===== config.mk =====
export PLATFORM = sky130hd
export DESIGN_NAME = dma_bus_arbiter_flat
export DESIGN_NICKNAME = d
export VERILOG_FILES = /design/src/rtl/dma_bus_arbiter_pkg.sv /design/src/rtl/dma_bus_arbiter_if.sv /design/src/rtl/dma_bus_arbiter_xfer_counter.sv /design/src/rtl/dma_bus_arbiter.sv /design/src/flat_wrapper.sv
export SDC_FILE = /design/constraint.sdc
export NUM_CORES = 1
export LEC_CHECK = 0
export CORE_ASPECT_RATIO = 1.4
export CORE_UTILIZATION = 30
export DETAILED_ROUTE_END_ITERATION = 12
export HOLD_SLACK_MARGIN = 0.06
export PLACE_DENSITY = 0.52
export SYNTH_ARGS = -nofsm -noshare
export SYNTH_HDL_FRONTEND = slang
export SYNTH_SLANG_ARGS = --single-unit

===== constraint.sdc =====
create_clock -name MAINCLK -period 2.5 [get_ports MAINCLK]
set_input_delay 0.5 -clock MAINCLK [delete_from_list [all_inputs] [get_ports MAINCLK]]
set_output_delay 0.5 -clock MAINCLK [all_outputs]
set_load 0.02 [all_outputs]

===== src/rtl/dma_bus_arbiter_pkg.sv =====
// Shared types and sizing for the DMA bus arbiter: FSM state encoding,
// bus widths and the default pipeline drain length.
package dma_arb_pkg;

   localparam int unsigned DRAIN_CYCLES_DEF = 3;
   localparam int unsigned ADDR_W           = 16;
   localparam int unsigned BEAT_W           = 8;
   localparam int unsigned DATA_W           = 8;
   localparam int unsigned DRAIN_W          = 8;

   typedef enum logic [2:0] {
      IDLE    = 3'd0,
      DRAIN   = 3'd1,
      WR_WAIT = 3'd2,
      WR_LOAD = 3'd3,
      RD      = 3'd4,
      RELEASE = 3'd5
   } state_t;

   function automatic logic is_grant_state(input state_t s);
      return (s == WR_WAIT) || (s == WR_LOAD) || (s == RD);
   endfunction

endpackage


===== src/rtl/dma_bus_arbiter_if.sv =====
// Requester, pipeline and memory-bus signals of the DMA arbiter.
// slave = arbiter view, master = requester/memory environment view.
interface dma_bus_arbiter_if;
   import dma_arb_pkg::*;

   logic              req;
   logic              req_write;
   logic [ADDR_W-1:0] req_addr;
   logic [BEAT_W-1:0] req_len;
   logic [DATA_W-1:0] wdata;
   logic              wvalid;
   logic              wready;
   logic [DATA_W-1:0] rdata;
   logic              rvalid;
   logic              bus_busy;
   logic              fetch_suppress;
   logic              grant;
   logic [ADDR_W-1:0] mem_addr;
   logic              mem_addr_en;
   logic [DATA_W-1:0] mem_wdata;
   logic              mem_dir;
   logic              mem_load;
   logic [DATA_W-1:0] mem_rdata;
   logic              done;

   modport slave (
      input  req, req_write, req_addr, req_len, wdata, wvalid, bus_busy, mem_rdata,
      output wready, rdata, rvalid, fetch_suppress, grant, mem_addr, mem_addr_en,
             mem_wdata, mem_dir, mem_load, done
   );

   modport master (
      output req, req_write, req_addr, req_len, wdata, wvalid, bus_busy, mem_rdata,
      input  wready, rdata, rvalid, fetch_suppress, grant, mem_addr, mem_addr_en,
             mem_wdata, mem_dir, mem_load, done
   );

endinterface


===== src/rtl/dma_bus_arbiter_xfer_counter.sv =====
// Burst bookkeeping: wrapping 16-bit beat address and remaining-beat
// down counter; last flags the beat that ends the burst.
module dma_xfer_counter
   import dma_arb_pkg::*;
(
   input  logic              clk,
   input  logic              rst_n,
   input  logic              load,
   input  logic              step,
   input  logic [ADDR_W-1:0] start_addr,
   input  logic [BEAT_W-1:0] start_len,
   output logic [ADDR_W-1:0] addr,
   output logic              last
);

   logic [ADDR_W-1:0] addr_r;
   logic [BEAT_W-1:0] remain_r;

   // Address and remaining-beat registers; address wraps modulo 2^16.
   always_ff @(posedge clk or negedge rst_n) begin
      if (!rst_n) begin
         addr_r   <= {ADDR_W{1'b0}};
         remain_r <= {BEAT_W{1'b0}};
      end else if (load) begin
         addr_r   <= start_addr;
         remain_r <= start_len;
      end else if (step) begin
         addr_r   <= addr_r + {{(ADDR_W-1){1'b0}}, 1'b1};
         remain_r <= remain_r - {{(BEAT_W-1){1'b0}}, 1'b1};
      end else begin
         addr_r   <= addr_r;
         remain_r <= remain_r;
      end
   end

   assign addr = addr_r;
   assign last = (remain_r == {BEAT_W{1'b0}});

endmodule


===== src/rtl/dma_bus_arbiter.sv =====
// Hands the CPU memory path to a block-transfer requester: suppresses fetch,
// waits for the pipeline to drain, runs a 1..256 beat burst, returns the bus.
module dma_bus_arbiter
   import dma_arb_pkg::*;
#(
   parameter int unsigned DRAIN_CYCLES = DRAIN_CYCLES_DEF
) (
   input  logic             MAINCLK,
   input  logic             MAINRST,
   dma_bus_arbiter_if.slave bus
);

   state_t              state_r;
   state_t              state_next;
   logic [DRAIN_W-1:0]  drain_cnt_r;
   logic                armed_r;
   logic                write_r;
   logic                ctr_load_s;
   logic                ctr_step_s;
   logic                ctr_last_s;
   logic                drain_dec_s;
   logic                wcap_s;
   logic                rd_beat_s;
   logic [ADDR_W-1:0]   addr_s;

   logic                fetch_suppress_r;
   logic                grant_r;
   logic                wready_r;
   logic                mem_dir_r;
   logic                mem_load_r;
   logic                done_r;
   logic                rvalid_r;
   logic [DATA_W-1:0]   rdata_r;
   logic [DATA_W-1:0]   mem_wdata_r;

   dma_xfer_counter u_xfer_counter (
      .clk        (MAINCLK),
      .rst_n      (MAINRST),
      .load       (ctr_load_s),
      .step       (ctr_step_s),
      .start_addr (bus.req_addr),
      .start_len  (bus.req_len),
      .addr       (addr_s),
      .last       (ctr_last_s)
   );

   // State register.
   always_ff @(posedge MAINCLK or negedge MAINRST) begin
      if (!MAINRST) begin
         state_r <= IDLE;
      end else begin
         state_r <= state_next;
      end
   end

   // Next-state decode and per-cycle datapath strobes.
   always_comb begin
      state_next  = state_r;
      ctr_load_s  = 1'b0;
      ctr_step_s  = 1'b0;
      drain_dec_s = 1'b0;
      wcap_s      = 1'b0;
      rd_beat_s   = 1'b0;
      case (state_r)
         IDLE: begin
            if (bus.req && armed_r) begin
               state_next = DRAIN;
               ctr_load_s = 1'b1;
            end else begin
               state_next = IDLE;
            end
         end
         DRAIN: begin
            if (!bus.req) begin
               state_next = IDLE;
            end else if (drain_cnt_r != {DRAIN_W{1'b0}}) begin
               drain_dec_s = 1'b1;
            end else if (!bus.bus_busy) begin
               state_next = write_r ? WR_WAIT : RD;
            end else begin
               state_next = DRAIN;
            end
         end
         WR_WAIT: begin
            if (!bus.req) begin
               state_next = RELEASE;
            end else if (bus.wvalid) begin
               state_next = WR_LOAD;
               wcap_s     = 1'b1;
            end else begin
               state_next = WR_WAIT;
            end
         end
         WR_LOAD: begin
            ctr_step_s = 1'b1;
            if (ctr_last_s || !bus.req) begin
               state_next = RELEASE;
            end else begin
               state_next = WR_WAIT;
            end
         end
         RD: begin
            ctr_step_s = 1'b1;
            rd_beat_s  = 1'b1;
            if (ctr_last_s || !bus.req) begin
               state_next = RELEASE;
            end else begin
               state_next = RD;
            end
         end
         RELEASE: begin
            state_next = IDLE;
         end
         default: begin
            state_next = IDLE;
         end
      endcase
   end

   // Acceptance bookkeeping: direction, drain countdown and re-arm flag.
   // armed only returns once req has been seen low in IDLE.
   always_ff @(posedge MAINCLK or negedge MAINRST) begin
      if (!MAINRST) begin
         write_r     <= 1'b0;
         drain_cnt_r <= {DRAIN_W{1'b0}};
         armed_r     <= 1'b1;
      end else if (ctr_load_s) begin
         write_r     <= bus.req_write;
         drain_cnt_r <= DRAIN_W'(DRAIN_CYCLES - 32'd1);
         armed_r     <= 1'b0;
      end else begin
         write_r     <= write_r;
         drain_cnt_r <= drain_dec_s ? (drain_cnt_r - {{(DRAIN_W-1){1'b0}}, 1'b1}) : drain_cnt_r;
         armed_r     <= ((state_r == IDLE) && !bus.req) ? 1'b1 : armed_r;
      end
   end

   // Outputs registered from the state being entered so they line up with it.
   always_ff @(posedge MAINCLK or negedge MAINRST) begin
      if (!MAINRST) begin
         fetch_suppress_r <= 1'b0;
         grant_r          <= 1'b0;
         wready_r         <= 1'b0;
         mem_dir_r        <= 1'b0;
         mem_load_r       <= 1'b0;
         done_r           <= 1'b0;
         rvalid_r         <= 1'b0;
         rdata_r          <= {DATA_W{1'b0}};
         mem_wdata_r      <= {DATA_W{1'b0}};
      end else begin
         fetch_suppress_r <= (state_next != IDLE);
         grant_r          <= is_grant_state(state_next);
         wready_r         <= (state_next == WR_WAIT);
         mem_dir_r        <= (state_next == WR_LOAD);
         mem_load_r       <= (state_next == WR_LOAD);
         done_r           <= (state_next == RELEASE);
         rvalid_r         <= rd_beat_s;
         rdata_r          <= rd_beat_s ? bus.mem_rdata : rdata_r;
         mem_wdata_r      <= wcap_s ? bus.wdata : mem_wdata_r;
      end
   end

   assign bus.fetch_suppress = fetch_suppress_r;
   assign bus.grant          = grant_r;
   assign bus.mem_addr_en    = grant_r;
   assign bus.mem_addr       = addr_s;
   assign bus.wready         = wready_r;
   assign bus.mem_dir        = mem_dir_r;
   assign bus.mem_load       = mem_load_r;
   assign bus.mem_wdata      = mem_wdata_r;
   assign bus.done           = done_r;
   assign bus.rvalid         = rvalid_r;
   assign bus.rdata          = rdata_r;

endmodule

===== src/flat_wrapper.sv =====
// flat-port wrapper written by rule: the top's interface ports become plain ports
module dma_bus_arbiter_flat import dma_arb_pkg::*;
#(
   parameter int unsigned DRAIN_CYCLES = DRAIN_CYCLES_DEF
)
  (MAINCLK, MAINRST, bus_req, bus_req_write, bus_req_addr, bus_req_len, bus_wdata, bus_wvalid, bus_bus_busy, bus_mem_rdata, bus_wready, bus_rdata, bus_rvalid, bus_fetch_suppress, bus_grant, bus_mem_addr, bus_mem_addr_en, bus_mem_wdata, bus_mem_dir, bus_mem_load, bus_done);
  dma_bus_arbiter_if bus_i ();
  input  logic MAINCLK;
  input  logic MAINRST;
  input wire logic [$bits(bus_i.req)-1:0] bus_req;
  input wire logic [$bits(bus_i.req_write)-1:0] bus_req_write;
  input wire logic [$bits(bus_i.req_addr)-1:0] bus_req_addr;
  input wire logic [$bits(bus_i.req_len)-1:0] bus_req_len;
  input wire logic [$bits(bus_i.wdata)-1:0] bus_wdata;
  input wire logic [$bits(bus_i.wvalid)-1:0] bus_wvalid;
  input wire logic [$bits(bus_i.bus_busy)-1:0] bus_bus_busy;
  input wire logic [$bits(bus_i.mem_rdata)-1:0] bus_mem_rdata;
  output wire logic [$bits(bus_i.wready)-1:0] bus_wready;
  output wire logic [$bits(bus_i.rdata)-1:0] bus_rdata;
  output wire logic [$bits(bus_i.rvalid)-1:0] bus_rvalid;
  output wire logic [$bits(bus_i.fetch_suppress)-1:0] bus_fetch_suppress;
  output wire logic [$bits(bus_i.grant)-1:0] bus_grant;
  output wire logic [$bits(bus_i.mem_addr)-1:0] bus_mem_addr;
  output wire logic [$bits(bus_i.mem_addr_en)-1:0] bus_mem_addr_en;
  output wire logic [$bits(bus_i.mem_wdata)-1:0] bus_mem_wdata;
  output wire logic [$bits(bus_i.mem_dir)-1:0] bus_mem_dir;
  output wire logic [$bits(bus_i.mem_load)-1:0] bus_mem_load;
  output wire logic [$bits(bus_i.done)-1:0] bus_done;
  assign bus_i.req = bus_req;
  assign bus_i.req_write = bus_req_write;
  assign bus_i.req_addr = bus_req_addr;
  assign bus_i.req_len = bus_req_len;
  assign bus_i.wdata = bus_wdata;
  assign bus_i.wvalid = bus_wvalid;
  assign bus_i.bus_busy = bus_bus_busy;
  assign bus_i.mem_rdata = bus_mem_rdata;
  assign bus_wready = bus_i.wready;
  assign bus_rdata = bus_i.rdata;
  assign bus_rvalid = bus_i.rvalid;
  assign bus_fetch_suppress = bus_i.fetch_suppress;
  assign bus_grant = bus_i.grant;
  assign bus_mem_addr = bus_i.mem_addr;
  assign bus_mem_addr_en = bus_i.mem_addr_en;
  assign bus_mem_wdata = bus_i.mem_wdata;
  assign bus_mem_dir = bus_i.mem_dir;
  assign bus_mem_load = bus_i.mem_load;
  assign bus_done = bus_i.done;
  dma_bus_arbiter #(.DRAIN_CYCLES(DRAIN_CYCLES)) u_core (.MAINCLK(MAINCLK), .MAINRST(MAINRST), .bus(bus_i));
endmodule

; Word level (Yosys, flattened, before mapping)
; Index checks and enable logic that the tools add are counted.
[classes]
addsub = 3
eq_ne = 8
muxes = 28
n_reduce_logical = 14
[op_table]
columns = operator, count
row1 = 16-bit two-way mux, 2
row2 = 8-bit two-way mux, 4
row3 = 3-bit two-way mux, 6
row4 = "16-bit by 1-bit adder with 16-bit output, second input constant", 1
row5 = "8-bit by 1-bit subtractor with 8-bit output, second input constant", 2
row6 = 1-bit two-way mux, 15
row7 = 3-bit one-hot mux with 5 select lines, 1
row8 = "3-bit by 2-bit equality test with 1-bit output, second input constant", 4
row9 = "3-bit equality test, second input constant", 3
row10 = 8-bit zero test, 1
row11 = 8-bit nonzero test, 1
row12 = 2-bit nonzero test, 3
row13 = "3-bit by 1-bit equality test with 1-bit output, second input constant", 1
row14 = 3-bit zero test, 1
row15 = 1-bit logical OR, 3
row16 = 3-bit nonzero test, 1
row17 = 1-bit logical AND, 2
row18 = 2-bit OR reduction, 1
row19 = 1-bit zero test, 1
[totals]
ff_bits = 59
inputBits = 46
word_cells = 67

; Depth between registers and ports, before layout
[depth]
depth_word = 8
ltp_mapped = 8
ltp_nobuf = 7

; By module
; Synthesis repeated with hierarchy kept, for this count alone.
[hier_totals]
hier_cells = 309
hier_area_um2 = 3233.1
[by_module_without_submodules]
columns = mod, instances, cells_per_inst, area_each_um2
row1 = dma_bus_arbiter, 1, 160, 1821.7
row2 = dma_xfer_counter, 1, 149, 1411.4

; Least setup slack after synthesis
; Ideal clock, no wire load.
[synth_path]
path_type = reg2reg
from = register u_core.drain_cnt_r[0] (netlist name)
to = register u_core.mem_wdata_r[0] (netlist: u_core.bus.mem_wdata[0])
setup_ns = 0.125
t_arrival_ns = 2.087
slack_ns = 0.287
path_stages_with_launch = 9
n_path_buf = 1
cell_sequence = dfrtp_1 -> inv_1 -> ha_1 -> or4b_2 -> nor3_2 -> o211ai_1 -> nand2b_2 -> buf_6 -> mux2_4
[synth_rtl]
columns = item, line
row1 = to (signal assigned), dma_bus_arbiter.sv:149  ; mem_wdata_r <= {DATA_W{1'b0}};
row2 = to (signal assigned), dma_bus_arbiter.sv:159  ; mem_wdata_r <= wcap_s ? bus.wdata : mem_wdata_r;
row3 = to (decl), dma_bus_arbiter.sv:34  ; logic [DATA_W-1:0] mem_wdata_r;

==> metrics.csv <==
stage,metric,value,unit
timing,rsz0062_at_grt,no,
outcome,status,finished clean,
routing,ant_nets,0,
power,switchingPower,1810,µW
timing,slew_violations,0,
floorplan,coreArea,9410,µm²
power,clock_power_share,0.230,
floorplan,std_cell_rows,42,
floorplan,fp.dieH,118,µm
power,p_leak,0.00184,µW
cts,post_cts_buffers,0,
global_routing,grtUsageTotal,0.148,
global_routing,antenna_found_initial,0,
critical_path,reg2reg_to,u_core.bus.mem_wdata[3],
cts,h-tree-depth,3,
global_routing,grt_overflow,0,
cts,numCtsBuffers,9,
yosys,synthTopCellsByArea,"dfrtp_1, nand2_1, mux2_4",
power,p_total,4900,µW
cts,cts_resized,0,
routing,dr_wl_met2,3.66,mm
critical_path,crit_arrival,2480,ps
cts,clk_latency,320,ps
global_routing,grt_pass1_vias,2483,
cts,clock_path_buffers,2,
yosys,synth_flop_cell,dfrtp_1,
yosys,synth_enable_flop_cells,0,
global_routing,grt_pass1_wl,11.5,mm
critical_path,path_max_fanout,9,
placement,place_congestion,0.726,
routing,drt_first_pass_iters,4,
routing,avgRoutedWirePerCell,14.2,µm
cells_and_area,diodes,0,
run,drv_cap,0,
critical_path,crit_type,reg2reg,
yosys,ys_seq_area_frac,0.510,
timing,clock-skew-final,5.71,ps
yosys,netlist_instances,287,
yosys,synth_nets,337,
critical_path,r2r_start,u_core.drain_cnt_r[0],
timing,finalSetupViolations,0,
global_routing,grt_max_degree,60,
routing,wl_met1,2.99,mm
cts,cts.sinks,59,
placement,placed_cells,476,
cts,cts_root_buf,clkbuf_16,
floorplan,top_level_ports,86,
timing,fin_setup_tns,0,ps
critical_path,critPathSlowestCell,or4b_2,
critical_path,end_kind,register,
routing,viasPerCell,4.86,
power,swShare,0.369,
timing,tightest_slew,507,ps
cts,cts.clk_slew.worst_paths,50,ps
power,irDropWorstVdd,494,µV
yosys,yosysWarningCount,0,
yosys,yosysTopAreaCell,dfrtp_1,
cells_and_area,multi_input_area,1320,µm²
cells_and_area,drive_gt1_frac,0.128,
cells_and_area,seqCellArea,1480,µm²
power,intPower,3100,µW
cells_and_area,finalNonFillerCells,492,
yosys,synth_area_per_cell,10.1,µm²
floorplan,die_area,10100,µm²
power,p_seq_frac,0.355,
timing,finalHoldViolCount,0,
critical_path,slowest_delay,650,ps
cells_and_area,nFillCells,910,
critical_path,timing.critical_path.buf_inv,1,
yosys,async_flop_share,1.00,
timing,finalCritPeriodShare,0.913,
routing,drcViolationCount,0,
timing,hold-worst-slack,180,ps
cts,cts_tree,yes,
critical_path,rrSetupSlack,220,ps
critical_path,cp-start-kind,register,
power,comb_power_share,0.415,
critical_path,reg2reg_depth,7,
timing,post-route-min-period,2280,ps
critical_path,cp_top_family,simple AND/OR/NAND/NOR gates,
timing,max_clock_freq,438,MHz
critical_path,critical_path.cell_chain,inv_1 -> ha_1 -> or4b_2 -> nor2_1 -> o221ai_4 -> nand2b_4 -> mux2_4,
routing,dr.max_layer_used,met4,
routing,wl_met3,254,µm
power,p_per_area,1170,nW/µm²
critical_path,worstPathRequired,2700,ps
floorplan,start_util,0.308,
critical_path,crit_start,u_core.drain_cnt_r[0],
yosys,synth-seq-cells,59,
routing,num_vias,2389,
cells_and_area,syn_to_final_growth,44.9,%
placement,io_buffers,85,
cells_and_area,fin_util,0.446,
routing,drt_iter0_markers,115,
yosys,synth_top_area_share,0.501,
routing,routed_wl,6.98,mm
cts,hold_buffers,0,
floorplan,die_w,85.1,µm
yosys,syn_area,2900,µm²
timing,relSlewSlack,0.662,
placement,dp_hpwl,5.02,mm
cells_and_area,final_nets,427,
hold_path,min_path_type,in2async,
yosys,synth.distinct_cells,58,
metrics by stage:
stage	worst slack, ps	instance area (µm²)
2_1_floorplan	287	2900
3_3_place_gp	-154	3910
3_5_place_dp	-225	3910
4_1_cts	101	4190
5_1_grt	56.7	4200
6_report	218	4200
cell families after synthesis:
family	synth area share
compound gates	0.120
xor+xnor	0.0604
fa+ha+maj	0.0173
buf+inv	0.0397
flops	0.510
mux	0.0415
simple gates	0.211
cell type report:
| cell class | count | share of cell area |
|---|---|---|
| repair buffers | 95 | 0.225 |
| clock buffers | 11 | 0.0602 |
| flip-flops and latches | 59 | 0.352 |
| inverters | 10 | 0.00894 |
| clock inverters | 5 | 0.00656 |
| multi-input cells | 202 | 0.314 |
| well taps | 110 | 0.0328 |
cells in the mapped netlist, types with 4 or more instances:
cell type,n
dfrtp_1,58
nand2_1,54
nor2_1,23
o21ai_0,20
xnor2_1,13
clkbuf_1,10
inv_1,8
mux2_4,8
xor2_1,7
nor3_1,6
o211ai_1,6
nand3_1,5
ha_1,4
or4_1,4
worst max path at each step:
stage,end,cells past startpoint,slack (ps)
after floorplan,u_core.bus.mem_wdata[0],8,290
after global placement,u_core.bus.mem_wdata[7],6,-150
after detailed placement,u_core.bus.mem_wdata[3],6,-220
after CTS,u_core.bus.mem_wdata[4],7,100
after global routing,u_core.bus.fetch_suppress,7,60
final,u_core.bus.mem_wdata[3],7,220
flip-flops by register name, indices dropped and copies added, names as in the netlist:
| name | count |
|---|---|
| u_core.bus.wready | 1 |
| u_core.armed_r | 1 |
| u_core.bus.grant | 1 |
| u_core.bus.mem_wdata | 8 |
| u_core.bus.rdata | 8 |
| u_core.bus.fetch_suppress | 1 |
| u_core.u_xfer_counter.addr | 16 |
| u_core.bus.rvalid | 1 |
| u_core.write_r | 1 |
| u_core.bus.mem_dir | 1 |
| u_core.u_xfer_counter.remain_r | 8 |
| u_core.bus.done | 1 |
| u_core.state_r | 3 |
| u_core.drain_cnt_r | 8 |
layer usage:
| layer | vias to the layer above | track usage |
|---|---|---|
| li1 | 1171 | - |
| met1 | 1159 | 0.171 |
| met2 | 53 | 0.256 |
| met3 | 6 | 0.0349 |
| met4 | 0 | 0.0636 |
| met5 | - | 0 |
power groups by stage:
stage                     sequential [µW]  clock [µW]  combinational (µW)
after global routing                 1800        1210                2230
after CTS                            1740        1160                2060
after detailed placement             1750           0                2050
after floorplan                      1960           0                 927
final                                1740        1130                2030
after global placement               1750           0                2020
cells in the final DEF, fill, tap and decap left out, drive strengths merged, types with 3 or more instances in the layout:
cell type,Yosys,final
a21oi,3,3
a221o,3,3
buf,5,11
clkbuf,11,11
clkdlybuf4s50,0,84
clkinv,0,4
dfrtp,58,58
ha,4,4
inv,10,10
mux2,8,8
nand2,54,54
nand2b,3,3
nand3,5,5
nand4,3,3
nor2,23,23
nor3,7,7
nor4,3,3
o211ai,6,6
o21ai,21,21
or3,3,3
or4,5,5
xnor2,13,13
xor2,7,7
Power figures use the tool's default switching activity.
